--- src/rtl/freq_div_pkg.sv ---
// freq_div_pkg
//   Shared definitions for the programmable clock divider:
//   - state_t   : controller states (IDLE, RUN, STOP)
//   - MIN_DIV   : smallest divisor the divider will run with
//   - clamp_div : forces captured divisors below MIN_DIV up to MIN_DIV
package freq_div_pkg;

  typedef enum logic [1:0] {
    IDLE = 2'd0,
    RUN  = 2'd1,
    STOP = 2'd2
  } state_t;

  localparam int unsigned MIN_DIV = 2;

  // Divisors 0 and 1 cannot produce a 50% clock, so they become MIN_DIV.
  function automatic logic [31:0] clamp_div(input logic [31:0] v);
    return (v < 32'(MIN_DIV)) ? 32'(MIN_DIV) : v;
  endfunction

endpackage

--- src/rtl/freq_div_prog_if.sv ---
// freq_div_prog_if
//   Control/status bundle of the programmable clock divider.
//   master : drives en, load, div_val; observes clk_div, tick, div_ack, busy
//   slave  : the divider side of the same signals
interface freq_div_prog_if #(
  parameter int CNT_W = 8
) ();

  logic             en;       // run request, honoured on period boundaries
  logic             load;     // strobe: capture div_val as pending divisor
  logic [CNT_W-1:0] div_val;  // new divisor
  logic             clk_div;  // divided clock
  logic             tick;     // first source cycle of each divided period
  logic             div_ack;  // pending divisor became active
  logic             busy;     // running or finishing the last period

  modport master (
    output en, load, div_val,
    input  clk_div, tick, div_ack, busy
  );

  modport slave (
    input  en, load, div_val,
    output clk_div, tick, div_ack, busy
  );

endinterface

--- src/rtl/div_phase_gen.sv ---
// div_phase_gen
//   Period counter and 50%-duty phase generator.
//   clk, rst_n : source clock, asynchronous active-low reset
//   i_n        : active divisor N (only changes at a wrap or while idle)
//   i_run      : keep counting through this edge
//   i_start    : begin a fresh period at this edge (counter at 0)
//   o_wrap     : counter is at N-1, this edge ends the period
//   o_clk_div  : divided clock
module div_phase_gen #(
  parameter int CNT_W = 8
) (
  input  logic             clk,
  input  logic             rst_n,
  input  logic [CNT_W-1:0] i_n,
  input  logic             i_run,
  input  logic             i_start,
  output logic             o_wrap,
  output logic             o_clk_div
);

  logic [CNT_W-1:0] r_cnt;
  logic             r_pos;
  logic             r_neg;
  logic [CNT_W-1:0] w_h;
  logic [CNT_W-1:0] w_nxt;

  // H = ceil(N/2); never exceeds 2^(CNT_W-1), so it fits in CNT_W bits.
  assign w_h    = (i_n >> 1) + {{(CNT_W-1){1'b0}}, i_n[0]};
  assign o_wrap = (r_cnt == (i_n - CNT_W'(1)));
  assign w_nxt  = o_wrap ? '0 : (r_cnt + CNT_W'(1));

  // At a wrap nxt is 0, and 0 < H holds for any N >= 2, so a divisor
  // swapped in on the same edge cannot change the r_pos decision.
  always_ff @(posedge clk or negedge rst_n) begin
    if (!rst_n) begin
      r_cnt <= '0;
      r_pos <= 1'b0;
    end else if (i_run) begin
      r_cnt <= w_nxt;
      r_pos <= (w_nxt < w_h);
    end else begin
      r_cnt <= '0;
      r_pos <= i_start;
    end
  end

  // Half-cycle delayed copy of r_pos; ANDing it in for odd N trims the
  // high phase by half a source period, giving N/2 high and N/2 low.
  always_ff @(negedge clk or negedge rst_n) begin
    if (!rst_n) begin
      r_neg <= 1'b0;
    end else begin
      r_neg <= r_pos;
    end
  end

  // Both mux inputs are low at the wrap edge where i_n may change, so the
  // selection switch cannot glitch the output.
  assign o_clk_div = i_n[0] ? (r_pos & r_neg) : r_pos;

endmodule

--- src/rtl/freq_div_prog.sv ---
// freq_div_prog
//   Runtime-programmable integer clock divider (N >= 2, 50% duty for even
//   and odd N) with period-aligned start/stop and divisor changes.
//   clk, rst_n : source clock, asynchronous active-low reset
//   bus        : slave side of freq_div_prog_if
//                (en, load, div_val in; clk_div, tick, div_ack, busy out)
module freq_div_prog
  import freq_div_pkg::*;
#(
  parameter int CNT_W   = 8,
  parameter int DEF_DIV = 6
) (
  input  logic           clk,
  input  logic           rst_n,
  freq_div_prog_if.slave bus
);

  state_t           r_state;
  logic [CNT_W-1:0] r_n;
  logic [CNT_W-1:0] r_pend;
  logic             r_pend_vld;
  logic             r_tick;
  logic             r_div_ack;
  logic             r_busy;

  logic             w_active;
  logic             w_wrap;
  logic             w_run;
  logic             w_start;
  logic             w_apply;
  logic             w_clk_div;
  logic [CNT_W-1:0] w_load_val;

  assign w_active   = (r_state != IDLE);
  // Keep counting unless this edge ends the period with en low.
  assign w_run      = w_active && !(w_wrap && !bus.en);
  assign w_start    = !w_active && bus.en;
  // A pending divisor goes live while idle or exactly on a period boundary.
  assign w_apply    = r_pend_vld && (!w_active || w_wrap);
  assign w_load_val = CNT_W'(clamp_div(32'(bus.div_val)));

  div_phase_gen #(
    .CNT_W(CNT_W)
  ) u_phase (
    .clk      (clk),
    .rst_n    (rst_n),
    .i_n      (r_n),
    .i_run    (w_run),
    .i_start  (w_start),
    .o_wrap   (w_wrap),
    .o_clk_div(w_clk_div)
  );

  always_ff @(posedge clk or negedge rst_n) begin
    if (!rst_n) begin
      r_state    <= IDLE;
      r_n        <= CNT_W'(DEF_DIV);
      r_pend     <= '0;
      r_pend_vld <= 1'b0;
      r_tick     <= 1'b0;
      r_div_ack  <= 1'b0;
      r_busy     <= 1'b0;
    end else begin
      // nxt == 0 exactly when the counter wraps.
      r_tick    <= w_run ? w_wrap : w_start;
      r_div_ack <= w_apply;

      if (w_apply) begin
        r_n <= r_pend;
      end

      // A load on the apply edge replaces the value just consumed, so the
      // old pending divisor goes live and the new one stays pending.
      if (bus.load) begin
        r_pend     <= w_load_val;
        r_pend_vld <= 1'b1;
      end else if (w_apply) begin
        r_pend_vld <= 1'b0;
      end

      case (r_state)
        IDLE: begin
          if (bus.en) begin
            r_state <= RUN;
            r_busy  <= 1'b1;
          end
        end
        RUN, STOP: begin
          if (w_wrap && !bus.en) begin
            r_state <= IDLE;
            r_busy  <= 1'b0;
          end else begin
            r_state <= bus.en ? RUN : STOP;
          end
        end
        default: begin
          r_state <= IDLE;
          r_busy  <= 1'b0;
        end
      endcase
    end
  end

  assign bus.clk_div = w_clk_div;
  assign bus.tick    = r_tick;
  assign bus.div_ack = r_div_ack;
  assign bus.busy    = r_busy;

endmodule

--- src/flat_wrapper.sv ---
// flat-port wrapper written by rule: the top's interface ports become plain ports
module freq_div_prog_flat import freq_div_pkg::*;
#(
  parameter int CNT_W   = 8,
  parameter int DEF_DIV = 6
)
  (clk, rst_n, bus_en, bus_load, bus_div_val, bus_clk_div, bus_tick, bus_div_ack, bus_busy);
  freq_div_prog_if #(.CNT_W(CNT_W)) bus_i ();
  input  logic clk;
  input  logic rst_n;
  input wire logic [$bits(bus_i.en)-1:0] bus_en;
  input wire logic [$bits(bus_i.load)-1:0] bus_load;
  input wire logic [$bits(bus_i.div_val)-1:0] bus_div_val;
  output wire logic [$bits(bus_i.clk_div)-1:0] bus_clk_div;
  output wire logic [$bits(bus_i.tick)-1:0] bus_tick;
  output wire logic [$bits(bus_i.div_ack)-1:0] bus_div_ack;
  output wire logic [$bits(bus_i.busy)-1:0] bus_busy;
  assign bus_i.en = bus_en;
  assign bus_i.load = bus_load;
  assign bus_i.div_val = bus_div_val;
  assign bus_clk_div = bus_i.clk_div;
  assign bus_tick = bus_i.tick;
  assign bus_div_ack = bus_i.div_ack;
  assign bus_busy = bus_i.busy;
  freq_div_prog #(.CNT_W(CNT_W), .DEF_DIV(DEF_DIV)) u_core (.clk(clk), .rst_n(rst_n), .bus(bus_i));
endmodule
--- config.mk ---
export PLATFORM = sky130hd
export DESIGN_NAME = freq_div_prog_flat
export DESIGN_NICKNAME = d
export VERILOG_FILES = /design/src/rtl/freq_div_pkg.sv /design/src/rtl/freq_div_prog_if.sv /design/src/rtl/div_phase_gen.sv /design/src/rtl/freq_div_prog.sv /design/src/flat_wrapper.sv
export SDC_FILE = /design/constraint.sdc
export NUM_CORES = 1
export LEC_CHECK = 0
export ABC_AREA = 1
export BUFFER_PORTS_ARGS = -buffer_cell sky130_fd_sc_hd__buf_2
export CAP_MARGIN = 20
export CORE_ASPECT_RATIO = 1.5
export CORE_UTILIZATION = 64
export CTS_CLUSTER_SIZE = 40
export DETAILED_ROUTE_END_ITERATION = 7
export HOLD_SLACK_MARGIN = 0.03
export PLACE_DENSITY = 0.84
export SETUP_SLACK_MARGIN = 0.05
export SYNTH_ARGS = -nofsm -noshare
export SYNTH_HDL_FRONTEND = slang
export SYNTH_SLANG_ARGS = --single-unit
--- constraint.sdc ---
create_clock -name clk -period 4.85 [get_ports clk]
set_input_delay 0 -clock clk [delete_from_list [all_inputs] [get_ports clk]]
set_output_delay 0 -clock clk [all_outputs]
set_load 0.01 [all_outputs]
==> results.yml, run 1 <==
floorplan:
  die-area_sq_mm: 0.00333
  num_rows: 24
  io_pins: 16
  coreArea_sq_mm: 0.00294
  start_util_pct: 67.5
  die_w_um: 47.5
  die_y_um: 70.2
critical_path:
  crit_path_max_incr_delay_ns: 0.32
  arrival_ns: 3.34
  r2r_start: "u_core.u_phase.r_pos$_DFF_PN0_"
  critical_path.slowest_cell: "dfrtn_1"
  r2r_slack_ns: 1.90
  crit_chain: "o21a_1 -> buf_2"
  end_kind: "output pin"
  worstPathRequired_ns: 4.85
  worstSetupStartpointType: "flip-flop"
  path_max_fanout: 1
  startpoint: "u_core.u_phase.r_neg$_DFF_NN0_"
  criticalPathCategory: "reg2out"
cts:
  cts_setup_buffers: 0
  hold_buffers: 16
  cts_resized: 0
  insertion_delay_ns: 0.30
  clkSinkCount: 32
  cts_made_buffers: 5
  h-tree-depth: 2
  cts-root-buf: "clkbuf_8"
  cts_tree: "built"
  clk_pin_slew_ns: 0.06
  clockBufferDepth: 2
placement:
  numPortBuffers: 15
  place.gp.congestion: 0.854
  hpwl_um: 2840
logic_synthesis:
  syn_inst: 254
  synth_area_leaders: "dfrtp_1, nand2_1, ha_1, inv_1, nand3_1"
  synth_top_family_by_area: "simple AND/OR/NAND/NOR gates"
  synthesis.area_sq_mm: 0.00199
  synth_seq_cells: 32
  yosys_warnings: 0
  yosys.area_share.simple_pct: 29.9
  synth_adder_area_share_pct: 8.19
  synth_compound_area_share_pct: 7.81
  synth_area_per_cell_sq_um: 7.82
  synthDistinctLibCells: 33
  seq_area_frac_synth_pct: 40.5
  syn_nets: 279
  synth_top_area_share_pct: 36.5
  synthMuxAreaShare_pct: 0
  synth_xor_area_share_pct: 4.85
  yosysTopAreaCell: "dfrtp_1"
timing:
  finalHoldViolations: 0
  tightest_slew_ns: 0.718
  clock_skew_ns: 0.00740
  rsz0062_at_grt: "false"
  maxSlewHeadroom_pct: 52.1
  setup-violations-final: 0
  drv_slew: 0
  fin_tns_setup_ns: 0
pwr:
  p_leak_uw: 0.00121
  powerDensity_mw_per_mm2: 569
  ir_drop_v: 0.000526
  power.total_uw: 1330
finish:
  num_antenna_cells: 0
  area_delta_synth_final_pct: 17.6
  fillers: 211
  finalNetCount: 313
  layout-drive-gt1-share_pct: 13.5
global_route:
  antenna_found_initial: 0
  track_usage_pct: 34.5
  gr-total-overflow: 0
  grt_pass1_wl_um: 7840
  grt_pass1_vias: 1804
  grt_max_degree: 33
route:
  wl_um: 4760
  routedWlPerCell_um: 14.6
  first_iter_violations: 52
  vias: 1764
  drcViolationCount: 0
  vias_per_cell: 5.39
  ant_nets: 0
  dr.pass1.iters: 4
min_path:
  worstHoldStart: "bus_load"
  min_path_type: "in2reg"
outcome:
  status: "finished, final reports clean"
flow_run:
  maxCapViolCount: 0
where the power goes:
part | leakage [uW] | total, uW | switching, uW | internal [uW]
sequential | 0.000399 | 432 | 80.3 | 352
clock | 0.0000503 | 224 | 97.9 | 126
combinational | 0.000765 | 673 | 419 | 254
routing by layer:
layer  vias to the layer above  wire (um)  global-route usage, %  part of all wire [%]
met4                         0        206                   18.4                   4.3
met2                        38       2680                   58.6                    56
met3                        17        142                   8.53                   3.0
li1                        877          -                      -                     -
met1                       832       1730                   36.4                    36
met5                         -          0                      0                     0
state kept, by name (all words and copies together), names as in the netlist:
register,count
u_core.r_n,8
u_core.bus.busy,1
u_core.u_phase.r_cnt,8
u_core.u_phase.r_neg,1
u_core.bus.div_ack,1
u_core.bus.tick,1
u_core.r_pend,8
u_core.u_phase.r_pos,1
u_core.r_state,2
u_core.r_pend_vld,1
worst paths after layout:
check,to,cells past startpoint
max in group asynchronous,u_core.u_phase.r_neg$_DFF_NN0_,2
min in group asynchronous,u_core.r_n[3]$_DFFE_PN0P_,2
setup reg to reg,u_core.u_phase.r_neg$_DFF_NN0_,0
hold reg to reg,u_core.r_n[2]$_DFFE_PN1P_,2
setup / recovery,bus_clk_div,2
hold / removal,u_core.r_pend[0]$_DFFE_PN0P_,3
critical path, delay by kind of cell, from the launching register on:
kind,cells,cell delay [ns]
AOI/OAI and AO/OA,1,0.17
buffers and inverters,1,0.13
DFF,1,0.32
Yosys cell counts:
cell type / instances
or2_1: 1
xor2_1: 7
nor2_4: 2
nor2_2: 3
xnor2_1: 4
o21ai_2: 1
nand2_4: 1
buf_6: 2
nand4_1: 2
inv_6: 1
o21ai_0: 12
a21oi_1: 3
nor2_8: 2
nor3_1: 5
inv_2: 4
o211ai_1: 1
o21ai_1: 6
o21bai_1: 1
o22ai_1: 2
nor2_1: 23
nand3_1: 18
clkinv_1: 1
nor4_1: 2
ha_1: 13
a31oi_1: 1
o21a_1: 1
clkbuf_1: 2
dfrtp_1: 29
inv_1: 31
dfrtn_1: 1
nand3_2: 1
nand2_1: 69
dfstp_2: 2
kinds of logic after synthesis:
family / Yosys count
DFF: 32
AOI/OAI and AO/OA: 28
adders and majority gates: 13
and+or+nand+nor: 129
buffers and inverters: 41
xor gates and xnor gates: 11
cell type report:
class	instances	area (sq um)	share of cell area (%)
Clock buffer	7	96.3	4.12
Multi-Input combinational cell	181	1010	43.2
Inverter	37	144	6.16
Tap cell	39	48.8	2.09
Timing Repair Buffer	31	235	10.1
Sequential cell	32	803	34.4
per-stage QoR:
stage | hold WS [ns] | util [%] | instance area [sq um] | std cells | setup slack, ns
CTS | 0.0471 | 79.4 | 2340 | 327 | 1.50
global placement | 0.0867 | 70.7 | 2080 | 304 | 1.82
detailed placement | 0.0835 | 70.7 | 2080 | 304 | 1.82
global route | 0.0788 | 79.4 | 2340 | 327 | 1.47
floorplan | -0.296 | - | 1990 | 254 | 1.90
finish | 0.0788 | 79.4 | 2340 | 327 | 1.51
layout by cell type, fill, tap and decap left out, types with 2 or more instances in the layout:
cell	n
nor2_8	2
nor3_1	5
inv_2	4
dfrtp_1	29
dfstp_2	2
nor2_2	3
a21oi_1	3
nand2_1	69
o21ai_1	6
xnor2_1	4
xor2_1	7
ha_1	13
nand4_1	2
dlygate4sd3_1	16
clkbuf_8	7
buf_2	15
o21ai_0	12
nand3_1	18
o22ai_1	2
nor2_1	23
nor4_1	2
nor2_4	2
inv_1	31
(Power assumes the default switching activity.)
==> run 2, diff against run 1 <==
--- a/config.mk
+++ b/config.mk
@@ -5,15 +5,15 @@
 export SDC_FILE = /design/constraint.sdc
 export NUM_CORES = 1
 export LEC_CHECK = 0
-export ABC_AREA = 1
+export ABC_AREA = 0
 export BUFFER_PORTS_ARGS = -buffer_cell sky130_fd_sc_hd__buf_2
 export CAP_MARGIN = 20
 export CORE_ASPECT_RATIO = 1.5
-export CORE_UTILIZATION = 64
+export CORE_UTILIZATION = 59
 export CTS_CLUSTER_SIZE = 40
 export DETAILED_ROUTE_END_ITERATION = 7
 export HOLD_SLACK_MARGIN = 0.03
-export PLACE_DENSITY = 0.84
+export PLACE_DENSITY = 0.79
 export SETUP_SLACK_MARGIN = 0.05
 export SYNTH_ARGS = -nofsm -noshare
 export SYNTH_HDL_FRONTEND = slang
==> constraint.sdc (replaced) <==
create_clock -name clk -period 3.3 [get_ports clk]
set_input_delay 0 -clock clk [delete_from_list [all_inputs] [get_ports clk]]
set_output_delay 0 -clock clk [all_outputs]
set_load 0.01 [all_outputs]
==> results.yml, run 2 <==
outcome:
  status: "finished, final reports clean"
logic_synthesis:
  synthArstFlopShare_pct: 100
  synth_edf_count: 0
  yosysTopAreaCell: "dfrtp_1"
  synthesis.area_sq_mm: 0.00190
  synth_top_area_share_pct: 38.1
  syn_inst: 183
  syn_nets: 208
  ys.flop_type: "dfrtp_1"
  synth_area_per_cell_sq_um: 10.4
  yosys-top-cells-count: "dfrtp_1, nor2_1, ha_1, mux2_2, xor2_1"
  synth_area_leaders: "dfrtp_1, ha_1, mux2_2, xor2_1, xnor2_1"
  seq_area_frac_synth_pct: 42.2
  yosys_warnings: 0
  synth.most_common_cell: "dfrtp_1"
  synthDistinctLibCells: 42
  synth_seq_cells: 32
placement:
  place.gp.congestion: 0.918
  hpwl_um: 3040
  numPortBuffers: 15
  place_area_sq_mm: 0.00207
timing:
  min_period_ns: 3.21
  setup-violations-final: 0
  drv_slew: 0
  finalHoldViolations: 0
  maxSlewHeadroom_pct: 57.7
  rsz0062_at_grt: "true"
  tightest_slew_ns: 0.635
  clock_skew_ns: 0.00908
  fin_tns_setup_ns: 0
  post-route-period-util_pct: 97.2
  maxClockFrequency_mhz: 312
route:
  drcViolationCount: 0
  routedWlPerCell_um: 18.1
  ant_nets: 0
  vias_per_cell: 5.88
  dr.pass1.iters: 4
  wl_um: 4620
  first_iter_violations: 42
  vias: 1505
cts:
  cts_made_buffers: 5
  clkSinkCount: 32
  insertion_delay_ns: 0.29
  cts-root-buf: "clkbuf_8"
  cts_tree: "built"
  h-tree-depth: 2
  clockBufferDepth: 2
  clk_pin_slew_ns: 0.06
critical_path:
  critical_path.slowest_cell: "dfrtp_2"
  rr_endpoint: "u_core.u_phase.r_pos$_DFF_PN0_"
  ff2ff_path_depth: 15
  path_max_fanout: 5
  criticalPathCategory: "reg2reg"
  crit_chain: "inv_2 -> ha_2 -> or3b_4 -> nor3_1 -> xnor2_1 -> a2111oi_4 -> buf_4 -> nor2b_1 -> ha_1 -> a21boi_1 -> o2111ai_1 -> a21oi_1 -> nor2_1 -> o21ai_0 -> nand2_1"
  end_kind: "flip-flop"
  crit_path_max_incr_delay_ns: 0.44
  crit_family: "compound AO/OA/AOI/OAI gates"
  arrival_ns: 3.38
  worstSetupStartpointType: "flip-flop"
  r2r_slack_ns: 0.09
  r2r_start: "u_core.r_n[0]$_DFFE_PN0P_"
  cp_num_buf_inv: 2
  worstPathRequired_ns: 3.47
min_path:
  worstHoldStart: "bus_load"
  min_path_cells: 2
  min_path_type: "in2reg"
  hold_end: "u_core.r_pend_vld$_DFFE_PN0P_"
floorplan:
  die_y_um: 71.6
  die_w_um: 48.4
  die-area_sq_mm: 0.00346
  num_rows: 24
  start_util_pct: 63.4
  coreArea_sq_mm: 0.00300
  io_pins: 16
global_route:
  track_usage_pct: 28.5
  gr-total-overflow: 0
  antenna_found_initial: 0
  grt_pass1_wl_um: 7310
  grt_pass1_vias: 1596
  grt_max_degree: 32
pwr:
  p_leak_uw: 0.00105
  power.total_uw: 1960
  powerDensity_mw_per_mm2: 840
  ir_drop_v: 0.000566
finish:
  num_antenna_cells: 0
  finalNetCount: 241
  layout-drive-gt1-share_pct: 28.6
  final_area_sq_mm: 0.00233
  final_cell_mix: "dfrtp_1, buf_2, nor2_1, mux2_2, ha_1"
  final_common_cell: "dfrtp_1"
  largest_registers: "u_core.r_n (8), u_core.r_pend (8), u_core.u_phase.r_cnt (8)"
  area_delta_synth_final_pct: 22.6
flow_run:
  maxCapViolCount: 0
## run 2: cell count changes after synthesis, sizes merged, moves of 4 or more
cell	previous run	this run
mux2	0	13
nand2	70	8
nand3	19	9
xor2	7	11
xnor2	4	10
o21ai	19	4
nor2	30	14
nor3	5	10
clkbuf	2	7
inv	36	9
and3	0	4
## run 2: where the power goes
group,internal [uW],switching (uW),leakage [uW]
Combinational,445,514,0.000613
Clock,170,134,0.0000455
Sequential,522,176,0.000389
## run 2: worst max-delay path by stage
stage / start / to / slack [ns] / cells after the start
6_report: u_core.r_n[0]$_DFFE_PN0P_ / u_core.u_phase.r_pos$_DFF_PN0_ / 0.09 / 15
3_3_place_gp: u_core.r_n[0]$_DFFE_PN0P_ / u_core.u_phase.r_pos$_DFF_PN0_ / 0.25 / 12
5_1_grt: u_core.r_n[0]$_DFFE_PN0P_ / u_core.u_phase.r_pos$_DFF_PN0_ / -0.1 / 15
4_1_cts: u_core.r_n[0]$_DFFE_PN0P_ / u_core.u_phase.r_pos$_DFF_PN0_ / 0.11 / 12
3_5_place_dp: u_core.r_n[0]$_DFFE_PN0P_ / u_core.u_phase.r_pos$_DFF_PN0_ / 0.13 / 12
2_1_floorplan: u_core.r_n[0]$_DFFE_PN0P_ / u_core.u_phase.r_pos$_DFF_PN0_ / 0.03 / 12
## run 2: layout make-up
| cell class | count | area [sq um] |
|---|---|---|
| multi-input combinational | 134 | 1110 |
| timing repair buffer | 34 | 243 |
| tap | 39 | 48.8 |
| fill | 203 | 668 |
| inverter | 9 | 33.8 |
| clock buffer | 8 | 90.1 |
| sequential | 32 | 805 |
## run 2: per-layer routing
layer / wire length [um] / GRT usage, %
met3: 94 / 2.55
met5: 0 / 0
met2: 2680 / 58.8
met4: 173 / 11.4
met1: 1670 / 28.4
## run 2: timing repair
action | in CTS | in global routing
hold buffers | 10 | 0
gates resized for setup | 0 | 5
endpoints found under the setup margin | 0 | 1
setup buffers | 0 | 5
endpoints found under the hold margin | 39 | 0
## run 2: cells by family after synthesis
group	share of synthesized area, %
mux	8.74
compound gates	10.7
xor+xnor	9.66
buf+inv	3.68
fa+ha+maj	8.54
simple gates	16.5
flops	42.2
## run 2: metrics by stage
step / std cells / setup slack (ns) / hold WS, ns / util (%)
after detailed placement: 232 / 0.131 / 0.0813 / 68.8
after global placement: 232 / 0.252 / 0.0722 / 68.8
after global routing: 256 / -0.0996 / 0.106 / 77.8
after floorplan: 183 / 0.0335 / -0.296 / -
after CTS: 250 / 0.115 / 0.0722 / 75.1
final: 256 / 0.0934 / 0.0699 / 77.8
==> run 3, diff against run 2 <==
--- a/config.mk
+++ b/config.mk
@@ -9,11 +9,12 @@
 export BUFFER_PORTS_ARGS = -buffer_cell sky130_fd_sc_hd__buf_2
 export CAP_MARGIN = 20
 export CORE_ASPECT_RATIO = 1.5
-export CORE_UTILIZATION = 59
+export CORE_UTILIZATION = 61
+export CTS_BUF_LIST = sky130_fd_sc_hd__clkbuf_2
 export CTS_CLUSTER_SIZE = 40
 export DETAILED_ROUTE_END_ITERATION = 7
 export HOLD_SLACK_MARGIN = 0.03
-export PLACE_DENSITY = 0.79
+export PLACE_DENSITY = 0.81
 export SETUP_SLACK_MARGIN = 0.05
 export SYNTH_ARGS = -nofsm -noshare
 export SYNTH_HDL_FRONTEND = slang
==> results.yml, run 3 (synthesis gave the netlist of run 2 again) <==
pwr:
  clock_power_share_pct: 9.9
  p_int_uw: 1030
  powerDensity_mw_per_mm2: 795
  switchingPower_uw: 795
  pwr-share-seq_pct: 38.4
  p_comb_share_pct: 51.7
  swShare_pct: 43.5
  p_leak_uw: 0.00104
  ir_drop_v: 0.000569
placement:
  dp_cells: 232
  numPortBuffers: 15
  hpwl_um: 2880
  place.gp.congestion: 0.907
finish:
  final_common_cell: "dfrtp_1"
  final_cell_mix: "dfrtp_1, buf_2, mux2_2, nor2_1, dlygate4sd3_1"
  num_antenna_cells: 0
  largest_registers: "u_core.r_n (8), u_core.r_pend (8), u_core.u_phase.r_cnt (8)"
  area_delta_synth_final_pct: 20.7
  final_cells: 256
  finalNetCount: 241
  layout-drive-gt1-share_pct: 30.4
global_route:
  gr-total-overflow: 0
  grt_max_degree: 32
  grt_pass1_vias: 1546
  track_usage_pct: 29.0
  antenna_found_initial: 0
  grt_pass1_wl_um: 6740
min_path:
  min_path_type: "in2async"
cts:
  clkSinkCount: 32
  insertion_delay_ns: 0.38
  clk_pin_slew_ns: 0.18
  h-tree-depth: 2
  cts-root-buf: "clkbuf_2"
  cts_tree: "built"
  clockBufferDepth: 2
  cts_made_buffers: 5
outcome:
  status: "finished, final reports clean"
floorplan:
  num_rows: 24
  die_y_um: 70.4
  die-area_sq_mm: 0.00335
  die_w_um: 47.6
  start_util_pct: 64.7
  coreArea_sq_mm: 0.00294
  io_pins: 16
route:
  wl_um: 4310
  first_iter_violations: 49
  ant_nets: 0
  routedWlPerCell_um: 16.8
  drcViolationCount: 0
  vias: 1512
  dr.pass1.iters: 4
  vias_per_cell: 5.91
timing:
  drv_slew: 0
  setup-violations-final: 0
  finalHoldViolations: 0
  min_period_ns: 3.10
  rsz0062_at_grt: "false"
  post-route-period-util_pct: 94.0
  maxSlewHeadroom_pct: 60.5
  clock_skew_ns: 0.0633
  tightest_slew_ns: 0.593
  fin_tns_setup_ns: 0
  maxClockFrequency_mhz: 322
flow_run:
  maxCapViolCount: 0
critical_path:
  path_max_fanout: 6
  end_kind: "flip-flop"
  worstSetupStartpointType: "flip-flop"
  ff2ff_path_depth: 15
  worstPathRequired_ns: 3.64
  arrival_ns: 3.44
  criticalPathCategory: "reg2reg"
## run 3: cell count changes in the layout (fill, tap and decap cells not counted), sizes merged
cell / before / now
clkbuf: 8 / 6
clkinv: 0 / 2
dlygate4sd3: 10 / 12
a2111oi: 3 / 2
buf: 24 / 23
## run 3: layout make-up
| type | instances | area (sq um) |
|---|---|---|
| Clock buffer | 6 | 30.0 |
| Clock inverter | 2 | 7.51 |
| Fill cell | 204 | 644 |
| Inverter | 9 | 33.8 |
| Multi-Input combinational cell | 133 | 1120 |
| Sequential cell | 32 | 806 |
| Tap cell | 39 | 48.8 |
| Timing Repair Buffer | 35 | 255 |
## run 3: worst paths after layout
path,start,slack [ns],end
max in group asynchronous,rst_n,1.64,u_core.u_phase.r_neg$_DFF_NN0_
worst min-delay path,rst_n,0.18,u_core.u_phase.r_cnt[7]$_DFF_PN0_
worst min register to register,u_core.r_pend[0]$_DFFE_PN0P_,0.52,u_core.r_n[0]$_DFFE_PN0P_
min in group clk,bus_en,0.41,u_core.r_state[1]$_DFFE_PN0P_
worst max-delay path,u_core.r_n[0]$_DFFE_PN0P_,0.20,u_core.u_phase.r_pos$_DFF_PN0_
worst max register to register,u_core.r_n[0]$_DFFE_PN0P_,0.20,u_core.u_phase.r_pos$_DFF_PN0_
## run 3: metal layers
metal | up-vias | share of wire, % | wire (um) | GRT usage (%)
met5 | - | 0 | 0 | 0
met4 | 0 | 4.9 | 212 | 17.3
met3 | 21 | 2.5 | 106 | 5.43
met2 | 41 | 53 | 2280 | 46.6
met1 | 738 | 40 | 1710 | 33.7
li1 | 712 | - | - | -
## run 3: what timing repair did
| item | CTS | global route |
|---|---|---|
| pin swaps | 1 | 11 |
| hold buffers | 12 | 0 |
| endpoints found under the setup margin | 1 | 1 |
| gates resized for setup | 0 | 10 |
| buffers inserted | 0 | 4 |
| hold endpoints to repair | 45 | 0 |
## run 3: metrics by stage
step | total power [uW] | instance area, sq um | setup slack (ns) | hold slack [ns] | util (%)
floorplan | 1320 | 1950 | 0.0335 | -0.296 | -
global placement | 1470 | 2070 | 0.243 | 0.0756 | 70.2
detailed placement | 1530 | 2070 | 0.0620 | 0.0823 | 70.2
CTS | 1720 | 2220 | 0.0631 | 0.214 | 75.6
global route | 1960 | 2300 | 0.0283 | 0.227 | 78.1
finish | 1830 | 2300 | 0.199 | 0.177 | 78.1
## run 3: power groups by stage
stage / Combinational [uW] / Sequential (uW) / Clock (uW)
4_1_cts: 856 / 681 / 183
6_report: 945 / 700 / 181
3_5_place_dp: 843 / 690 / 0
3_3_place_gp: 787 / 680 / 0
2_1_floorplan: 704 / 615 / 0
5_1_grt: 1050 / 714 / 200
## run 3: worst max-delay path, cell delays in order, from the launching register on
cell	delay (ns)
dfrtp_2	0.47
inv_2	0.09
ha_4	0.13
or3b_4	0.40
nor3_4	0.21
xnor2_2	0.11
a2111oi_4	0.41
buf_4	0.22
nor2_2	0.04
ha_2	0.18
a21o_1	0.19
a21oi_2	0.14
nor2_1	0.07
nor4_2	0.24
mux2i_1	0.10
nand2_1	0.07
